[config.mk]
export PLATFORM = sky130hd
export DESIGN_NAME = keypad_time_entry
export DESIGN_NICKNAME = d
export VERILOG_FILES = /design/src/rtl/keypad_time_entry.sv
export SDC_FILE = /design/constraint.sdc
export NUM_CORES = 1
export LEC_CHECK = 0
export ABC_CLOCK_PERIOD_IN_PS = 1790
export CAP_MARGIN = 20
export CORE_MARGIN = 4
export CORE_UTILIZATION = 24
export DETAILED_ROUTE_END_ITERATION = 8
export PLACE_DENSITY_LB_ADDON = 0.05
export SLEW_MARGIN = 15
export SYNTH_ARGS = -nofsm -noshare
export SYNTH_HDL_FRONTEND = slang
export SYNTH_SLANG_ARGS = --single-unit
[constraint.sdc]
create_clock -name clk -period 1.79 [get_ports clk]
set_input_delay 0.4475 -clock clk [delete_from_list [all_inputs] [get_ports clk]]
set_output_delay 0.4475 -clock clk [all_outputs]
set_load 0.05 [all_outputs]
[src/rtl/keypad_time_entry.sv]
// keypad_time_entry
//
// Collects BCD digits from the microwave keypad priority encoder into a
// four-digit MM:SS entry register and, on start, offers the entered time
// to the countdown timer through a valid/ack handshake. The seconds field
// is clamped to 59 when the handoff begins.
//
// Optional feature macro: KEYPAD_DEBOUNCE_EN
//   When defined, a saturating-counter filter sits between the registered
//   key-valid flag and the press edge detector. A new filtered level is only
//   accepted after DEBOUNCE_CYCLES consecutive disagreeing samples.
//
// Ports
//   clk          in   1   system clock, rising edge
//   resetn       in   1   synchronous active-low reset
//   bcd_in       in   4   encoder digit, values above 9 ignored
//   loadn_in     in   1   encoder key-valid flag (one key held)
//   clear        in   1   cancel key, returns to IDLE from any state
//   start        in   1   hand the entered time to the timer
//   time_ack     in   1   timer has taken time_out
//   time_out     out  16  {min_tens, min_units, sec_tens, sec_units}
//   digit_count  out  3   digits entered so far, 0..4
//   time_valid   out  1   time_out offered to the timer
//   entry_state  out  2   IDLE=0, ENTRY=1, HOLD=2

module keypad_time_entry #(
    parameter int DEBOUNCE_CYCLES = 4
) (
    input  logic        clk,
    input  logic        resetn,
    input  logic [3:0]  bcd_in,
    input  logic        loadn_in,
    input  logic        clear,
    input  logic        start,
    input  logic        time_ack,
    output logic [15:0] time_out,
    output logic [2:0]  digit_count,
    output logic        time_valid,
    output logic [1:0]  entry_state
);

    typedef enum logic [1:0] {
        IDLE  = 2'd0,
        ENTRY = 2'd1,
        HOLD  = 2'd2
    } state_t;

    state_t      state_q, state_d;
    logic [15:0] digits_q, digits_d;
    logic [2:0]  count_q, count_d;

    logic        s_q;
    logic [3:0]  bcd_q;
    logic        prev_q;

    logic        edgeSrc;
    logic [3:0]  edgeBcd;
    logic        accept;

    // Input registers: key flag and digit are captured on the same edge so
    // the digit always belongs to the sample that produced the press.
    always_ff @(posedge clk) begin
        if (!resetn) begin
            s_q   <= 1'b0;
            bcd_q <= 4'd0;
        end else begin
            s_q   <= loadn_in;
            bcd_q <= bcd_in;
        end
    end

`ifdef KEYPAD_DEBOUNCE_EN
    localparam logic [3:0] DEB_LIMIT = 4'(DEBOUNCE_CYCLES);

    logic       filt_q;
    logic [3:0] cnt_q;
    logic [3:0] fbcd_q;

    // The filtered level flips only after DEB_LIMIT consecutive samples
    // disagree with it; any agreeing sample restarts the count, so short
    // glitches never reach the edge detector. The digit is latched in the
    // toggle cycle so it travels with the filtered press.
    always_ff @(posedge clk) begin
        if (!resetn) begin
            filt_q <= 1'b0;
            cnt_q  <= 4'd0;
            fbcd_q <= 4'd0;
        end else if (s_q == filt_q) begin
            cnt_q <= 4'd0;
        end else if (cnt_q + 4'd1 == DEB_LIMIT) begin
            filt_q <= ~filt_q;
            cnt_q  <= 4'd0;
            fbcd_q <= bcd_q;
        end else if (cnt_q != 4'hF) begin
            cnt_q <= cnt_q + 4'd1;
        end
    end

    assign edgeSrc = filt_q;
    assign edgeBcd = fbcd_q;
`else
    logic unusedDebounceCfg;
    assign unusedDebounceCfg = ^DEBOUNCE_CYCLES;

    assign edgeSrc = s_q;
    assign edgeBcd = bcd_q;
`endif

    // One accept per press: only the 0->1 transition of the key level
    // counts, and non-decimal codes from the encoder are dropped.
    always_ff @(posedge clk) begin
        if (!resetn) begin
            prev_q <= 1'b0;
        end else begin
            prev_q <= edgeSrc;
        end
    end

    assign accept = edgeSrc & ~prev_q & (edgeBcd <= 4'd9);

    always_ff @(posedge clk) begin
        if (!resetn) begin
            state_q  <= IDLE;
            digits_q <= 16'h0000;
            count_q  <= 3'd0;
        end else begin
            state_q  <= state_d;
            digits_q <= digits_d;
            count_q  <= count_d;
        end
    end

    // Clear beats everything; within ENTRY, start beats a same-cycle accept.
    // Because digits are always legal BCD, seconds exceed 59 exactly when
    // the tens digit is 6 or more, which is all the clamp has to test.
    always_comb begin
        state_d  = state_q;
        digits_d = digits_q;
        count_d  = count_q;
        if (clear) begin
            state_d  = IDLE;
            digits_d = 16'h0000;
            count_d  = 3'd0;
        end else begin
            case (state_q)
                IDLE: begin
                    if (accept) begin
                        digits_d = {12'h000, edgeBcd};
                        count_d  = 3'd1;
                        state_d  = ENTRY;
                    end
                end
                ENTRY: begin
                    if (start) begin
                        state_d = HOLD;
                        if (digits_q[7:4] > 4'd5) begin
                            digits_d[7:0] = 8'h59;
                        end
                    end else if (accept && (count_q != 3'd4)) begin
                        digits_d = {digits_q[11:0], edgeBcd};
                        count_d  = count_q + 3'd1;
                    end
                end
                HOLD: begin
                    if (time_ack) begin
                        state_d  = IDLE;
                        digits_d = 16'h0000;
                        count_d  = 3'd0;
                    end
                end
                default: begin
                    state_d  = IDLE;
                    digits_d = 16'h0000;
                    count_d  = 3'd0;
                end
            endcase
        end
    end

    assign time_out    = digits_q;
    assign digit_count = count_q;
    assign time_valid  = (state_q == HOLD);
    assign entry_state = state_q;

endmodule

==> flow_summary.json, run 1 <==
{
  "drtIter0Drc": 67,
  "drtAntennaViolNets": 0,
  "synthesis.nets": 151,
  "grt_pass1_wl_mm": 5.671,
  "nNetsFinal": 195,
  "hold_buffers": 0,
  "yosysSeqAreaShare_pct": 42.31,
  "first_pass_iters": 4,
  "critPathCaptureType": "register",
  "peakVddDrop_mv": 0.2526,
  "die-area_um2": 6554,
  "rows": 26,
  "worstSetupPathType": "input port to register",
  "path_max_fanout": 9,
  "path_clk_slew_ns": 0.10,
  "gp_congestion": 0.7564,
  "synthesis.instances": 139,
  "place_hpwl_mm": 2.575,
  "finish.utilization_pct": 34.76,
  "dp_cells": 248,
  "powerDensity_nw_per_um2": 619.8,
  "setup_viol": 0,
  "yosysWarningCount": 0,
  "worstPathArrival_ns": 1.84,
  "slew_headroom_pct": 75.77,
  "ys_seq_elements": 27,
  "core_area_um2": 5140,
  "worst_setup_path_start_kind": "input port",
  "n_antenna_cell": 0,
  "synth.area.top_cells": "dfxtp_1 (42%), mux2i_1 (7.1%), a21oi_1 (5.5%)",
  "port-buffer-count": 31,
  "grt_max_degree": 17,
  "clock_path_buffers": 2,
  "routedWlPerCell_um": 13.85,
  "status": "complete, no violations",
  "drive_gt1_share_pct": 29.67,
  "stdcell_count": 252,
  "area_delta_synth_final_pct": 39.86,
  "ys_types": 37,
  "power.leakage_nw": 0.6886,
  "final_area_um2": 1787,
  "drt_wl_total_mm": 3.491,
  "period_minus_slack_ns": 1.682,
  "hp-class": "register to register",
  "worst_ep_required_time_ns": 1.95,
  "cts_root_buf": "clkbuf_8",
  "via_per_inst": 4.679,
  "die_w_um": 80.96,
  "htree_levels": 1,
  "antenna_found_initial": 0,
  "slowest_stage": "clkdlybuf4s50_1",
  "worst_pin_slew_ns": 0.3607,
  "synth_top_area_share_pct": 42.31,
  "pre_cts_ws_ns": -0.2658,
  "maxCapViolCount": 0,
  "io_pins": 32,
  "timing.final.ws_setup_ns": 0.1077,
  "clk_latency_ns": 0.27,
  "vias": 1179,
  "hold_viol_final": 0,
  "rsz0062_at_grt": "false",
  "grt_pass1_vias": 1122,
  "grt_util_all_layers_pct": 11.08,
  "synth_area_leader_cell": "dfxtp_1",
  "cts_buffers": 3,
  "critPathMaxStageDelay_ns": 0.42,
  "avgSynthCellArea_um2": 9.190,
  "chipHeight_um": 80.96,
  "drv_slew": 0,
  "fmax_ghz": 0.5944,
  "overflow": 0,
  "initial_utilization_pct": 24.85,
  "syn_area_um2": 1277,
  "cts_num_sinks": 27,
  "path_cells": "clkdlybuf4s50_1 > buf_4 > a21o_2 > a211o_4 > buf_6 > nand3_1 > a21oi_1",
  "finClkSkew_ns": 0.005130,
  "whs_ns": 0.4561,
  "cts_tree": "done",
  "min_period_over_period_pct": 93.98,
  "drc_errors": 0,
  "place_area_um2": 1719
}
-- synthesized netlist by cell type (all sizes together) --
master	number
a21oi	14
nand4	1
o211ai	3
a41oi	1
o21ai	5
nand3b	1
buf	5
nor3	1
a32oi	1
or4	1
and2b	1
o21a	1
clkbuf	3
dfxtp	27
ha	2
a211o	1
nand4b	1
nand3	13
nor4	1
nor3b	1
nor2b	2
inv	6
and2	7
or2b	2
a311oi	1
dlymetal6s2s	1
nand2b	1
mux2i	9
a22oi	8
nor2	3
a21o	1
nand2	13
or3b	1
-- layout by cell type (no fill, tap or decap), drive strengths merged --
master / netlist / final
a211o: 1 / 1
a21o: 1 / 1
a21oi: 14 / 14
a22oi: 8 / 8
a311oi: 1 / 1
a32oi: 1 / 1
a41oi: 1 / 1
and2: 7 / 7
and2b: 1 / 1
buf: 5 / 39
clkbuf: 3 / 4
clkdlybuf4s50: 0 / 9
dfxtp: 27 / 27
ha: 2 / 2
inv: 6 / 6
mux2i: 9 / 9
nand2: 13 / 13
nand2b: 1 / 1
nand3: 13 / 13
nand3b: 1 / 1
nand4: 1 / 1
nand4b: 1 / 1
nor2: 3 / 3
nor2b: 2 / 2
nor3: 1 / 1
nor3b: 1 / 1
nor4: 1 / 1
o211ai: 3 / 3
o21a: 1 / 1
o21ai: 5 / 5
or2b: 2 / 2
or3b: 1 / 1
or4: 1 / 1
-- timing repair --
action / in CTS / in global routing
endpoints found under the setup margin: 0 / 9
gates resized for setup: 0 / 5
hold endpoints to repair: 0 / 0
setup buffers: 0 / 0
-- flip-flops by register name, indices dropped and copies added (netlist names) --
name / count
time_out: 16
entry_state: 2
digit_count: 3
edgeSrc: 1
prev_q: 1
bcd_q: 4
-- cells by family after synthesis --
kind of cell | after synthesis | share of synthesized area [%]
adder cells (fa/ha/maj) | 2 | 1.959
AND/OR/NAND/NOR | 50 | 22.53
multiplexers | 9 | 7.052
flip-flops | 27 | 42.31
buffers and inverters | 15 | 7.835
AO/OA/AOI/OAI | 36 | 18.32
-- layer usage --
layer	GRT usage, %	wire, um	vias up	part of all wire [%]
met5	0	0	-	0
met4	3.547	41	0	1.2
met2	18.06	1684	21	48
met3	2.439	167	6	4.8
li1	-	-	580	-
met1	14.50	1598	572	46
-- report_power, final --
group	internal, mW	switching [mW]
logic	0.0654	0.0683
clock network	0.160	0.198
registers	0.610	0.00678
-- cell type report --
type,instances,area (um2)
Fill cell,560,3353
Multi-Input combinational cell,97,656.9
Clock buffer,4,45.04
Tap cell,70,87.58
Timing Repair Buffer,48,427.9
Inverter,6,22.52
Sequential cell,27,546.8
-- worst paths after layout --
path / start / endpoint / slack, ns / depth (start not counted)
hold reg to reg: edgeSrc / prev_q / 0.46 / 1
setup reg to reg: digit_count[0] / time_out[11] / 0.12 / 8
setup / recovery: start / time_out[13] / 0.11 / 7
hold / removal: edgeSrc / prev_q / 0.46 / 1
-- stage by stage --
stage               power (mW)  TNS [ns]
finish                   1.107         0
global route             1.168         0
CTS                      1.124         0
detailed placement      0.7627    -3.744
global placement        0.7622    -3.642
floorplan               0.7061  -0.06022
-- critical path, delay by kind of cell --
| family | cells | cell delay, ns |
|---|---|---|
| AOI/OAI and AO/OA | 3 | 0.60 |
| buffers and inverters | 3 | 0.72 |
| and+or+nand+nor | 1 | 0.08 |
No activity file was read; power rests on OpenSTA's default activity.
==> run 2, diff against run 1 <==
--- a/config.mk
+++ b/config.mk
@@ -8,7 +8,7 @@
 export ABC_CLOCK_PERIOD_IN_PS = 1790
 export CAP_MARGIN = 20
 export CORE_MARGIN = 4
-export CORE_UTILIZATION = 24
+export CORE_UTILIZATION = 40
 export DETAILED_ROUTE_END_ITERATION = 8
 export PLACE_DENSITY_LB_ADDON = 0.05
 export SLEW_MARGIN = 15
==> run 2 against run 1 <==
Net effect:
- final cell count down 11%
- first-iteration DRC count up 79%
- core utilization up 21 points
- sequential power about the same
- combinational power down 4%
- setup slack worse by 0.025 ns
- via count down 3.3%
- clock skew down 0.0030 ns
- die area down 37%
- flip-flop and latch count unchanged
- fmax down 1.5%
==> flow_summary.json, run 2 (synthesized netlist as in run 1, its figures left out) <==
{
  "slew_headroom_pct": 79.07,
  "antenna_found_initial": 0,
  "grt_max_degree": 17,
  "hold_buffers": 0,
  "power.leakage_nw": 0.6669,
  "status": "complete, no violations",
  "io_pins": 32,
  "routedWlPerCell_um": 13.29,
  "layout_commonest_cell": "buf_4",
  "grt_pass1_vias": 1147,
  "n_antenna_cell": 0,
  "cts_root_buf": "clkbuf_4",
  "setup_viol": 0,
  "rsz0062_at_grt": "false",
  "drive_gt1_share_pct": 28.89,
  "vias": 1140,
  "die-area_um2": 4162,
  "timing.final.ws_setup_ns": 0.08224,
  "most-common-layout-cells": "buf_4 (33), dfxtp_1 (23), a21oi_1 (14), nand2_1 (13), nand3_1 (13)",
  "die_w_um": 64.51,
  "cts_buffers": 3,
  "port-buffer-count": 31,
  "post_cts_buffers": 0,
  "min_period_over_period_pct": 95.41,
  "worst_setup_path_start_kind": "input port",
  "drtAntennaViolNets": 0,
  "largest_reg_flops": 16,
  "grt_pass1_wl_mm": 5.147,
  "drt_wl_total_mm": 2.978,
  "worst_ep_required_time_ns": 2.07,
  "path_clk_slew_ns": 0.15,
  "path_max_fanout": 4,
  "worstSetupPathType": "input port to register",
  "htree_levels": 1,
  "worstPathArrival_ns": 1.98,
  "nNetsFinal": 193,
  "drtIter0Drc": 120,
  "rows": 20,
  "finClkSkew_ns": 0.002133,
  "place_area_um2": 1672,
  "drv_slew": 0,
  "powerDensity_nw_per_um2": 597.7,
  "area_delta_synth_final_pct": 33.79,
  "critPathCaptureType": "register",
  "final_area_um2": 1709,
  "core_area_um2": 3053,
  "drc_errors": 0,
  "overflow": 0,
  "peakVddDrop_mv": 0.3578,
  "finish.utilization_pct": 55.98,
  "worst_pin_slew_ns": 0.3116,
  "pre_cts_ws_ns": -0.3119,
  "initial_utilization_pct": 41.84,
  "fmax_ghz": 0.5856,
  "hp-class": "register to register",
  "hold_viol_final": 0,
  "power_mw": 1.022,
  "chipHeight_um": 64.51,
  "maxCapViolCount": 0,
  "place_hpwl_mm": 2.210,
  "cts_tree": "done",
  "clk_latency_ns": 0.33,
  "cts_num_sinks": 27,
  "via_per_inst": 5.089,
  "gp_congestion": 0.7860,
  "period_minus_slack_ns": 1.708,
  "clock_path_buffers": 2,
  "grt_util_all_layers_pct": 15.58,
  "first_pass_iters": 4
}
run 2: critical path: stages:
cell             delay, ns
clkdlybuf4s50_1       0.46
buf_4                 0.15
a21o_2                0.18
a211o_1               0.34
a21oi_1               0.22
mux2i_1               0.19
run 2: layout make-up:
type	count	area [um2]
multi-input combinational	97	644.4
clock buffer	3	22.52
inverter	6	22.52
clock inverter	1	7.507
fill	288	1344
sequential	27	548.0
tap	44	55.05
timing repair buffer	46	409.1
run 2: stage by stage:
step	hold slack (ns)	setup TNS [ns]	cells
after floorplan	0.4206	-0.06022	139
after global placement	0.4330	-3.801	220
after detailed placement	0.4479	-4.473	220
after CTS	0.4818	0	224
after global routing	0.4912	0	224
final	0.4819	0	224
run 2: final timing paths:
| check | startpoint | endpoint | slack, ns | depth (start not counted) |
|---|---|---|---|---|
| min reg2reg | edgeSrc | prev_q | 0.48 | 1 |
| max | start | digit_count[2] | 0.08 | 6 |
| max reg2reg | digit_count[0] | digit_count[2] | 0.11 | 6 |
| min | edgeSrc | prev_q | 0.48 | 1 |
run 2: report_power, final:
group	leakage [nW]	switching, mW	internal (mW)	total [mW]
sequential	0.221	0.00750	0.610	0.618
clock	0.0139	0.190	0.0857	0.276
combinational	0.432	0.0647	0.0635	0.128
total	0.667	0.262	0.760	1.02
run 2: what timing repair did:
action / 4_1_cts / 5_1_grt
endpoints found under the setup margin: 1 / 7
resized for setup: 1 / 2
pin swaps: 0 / 1
run 2: routing by layer:
layer,routed length [um],global-route usage [%],vias to the layer above
met2,1427,26.16,33
met1,1369,19.44,522
met4,63,7.652,0
li1,-,-,578
met5,0,0,-
met3,118,2.253,7
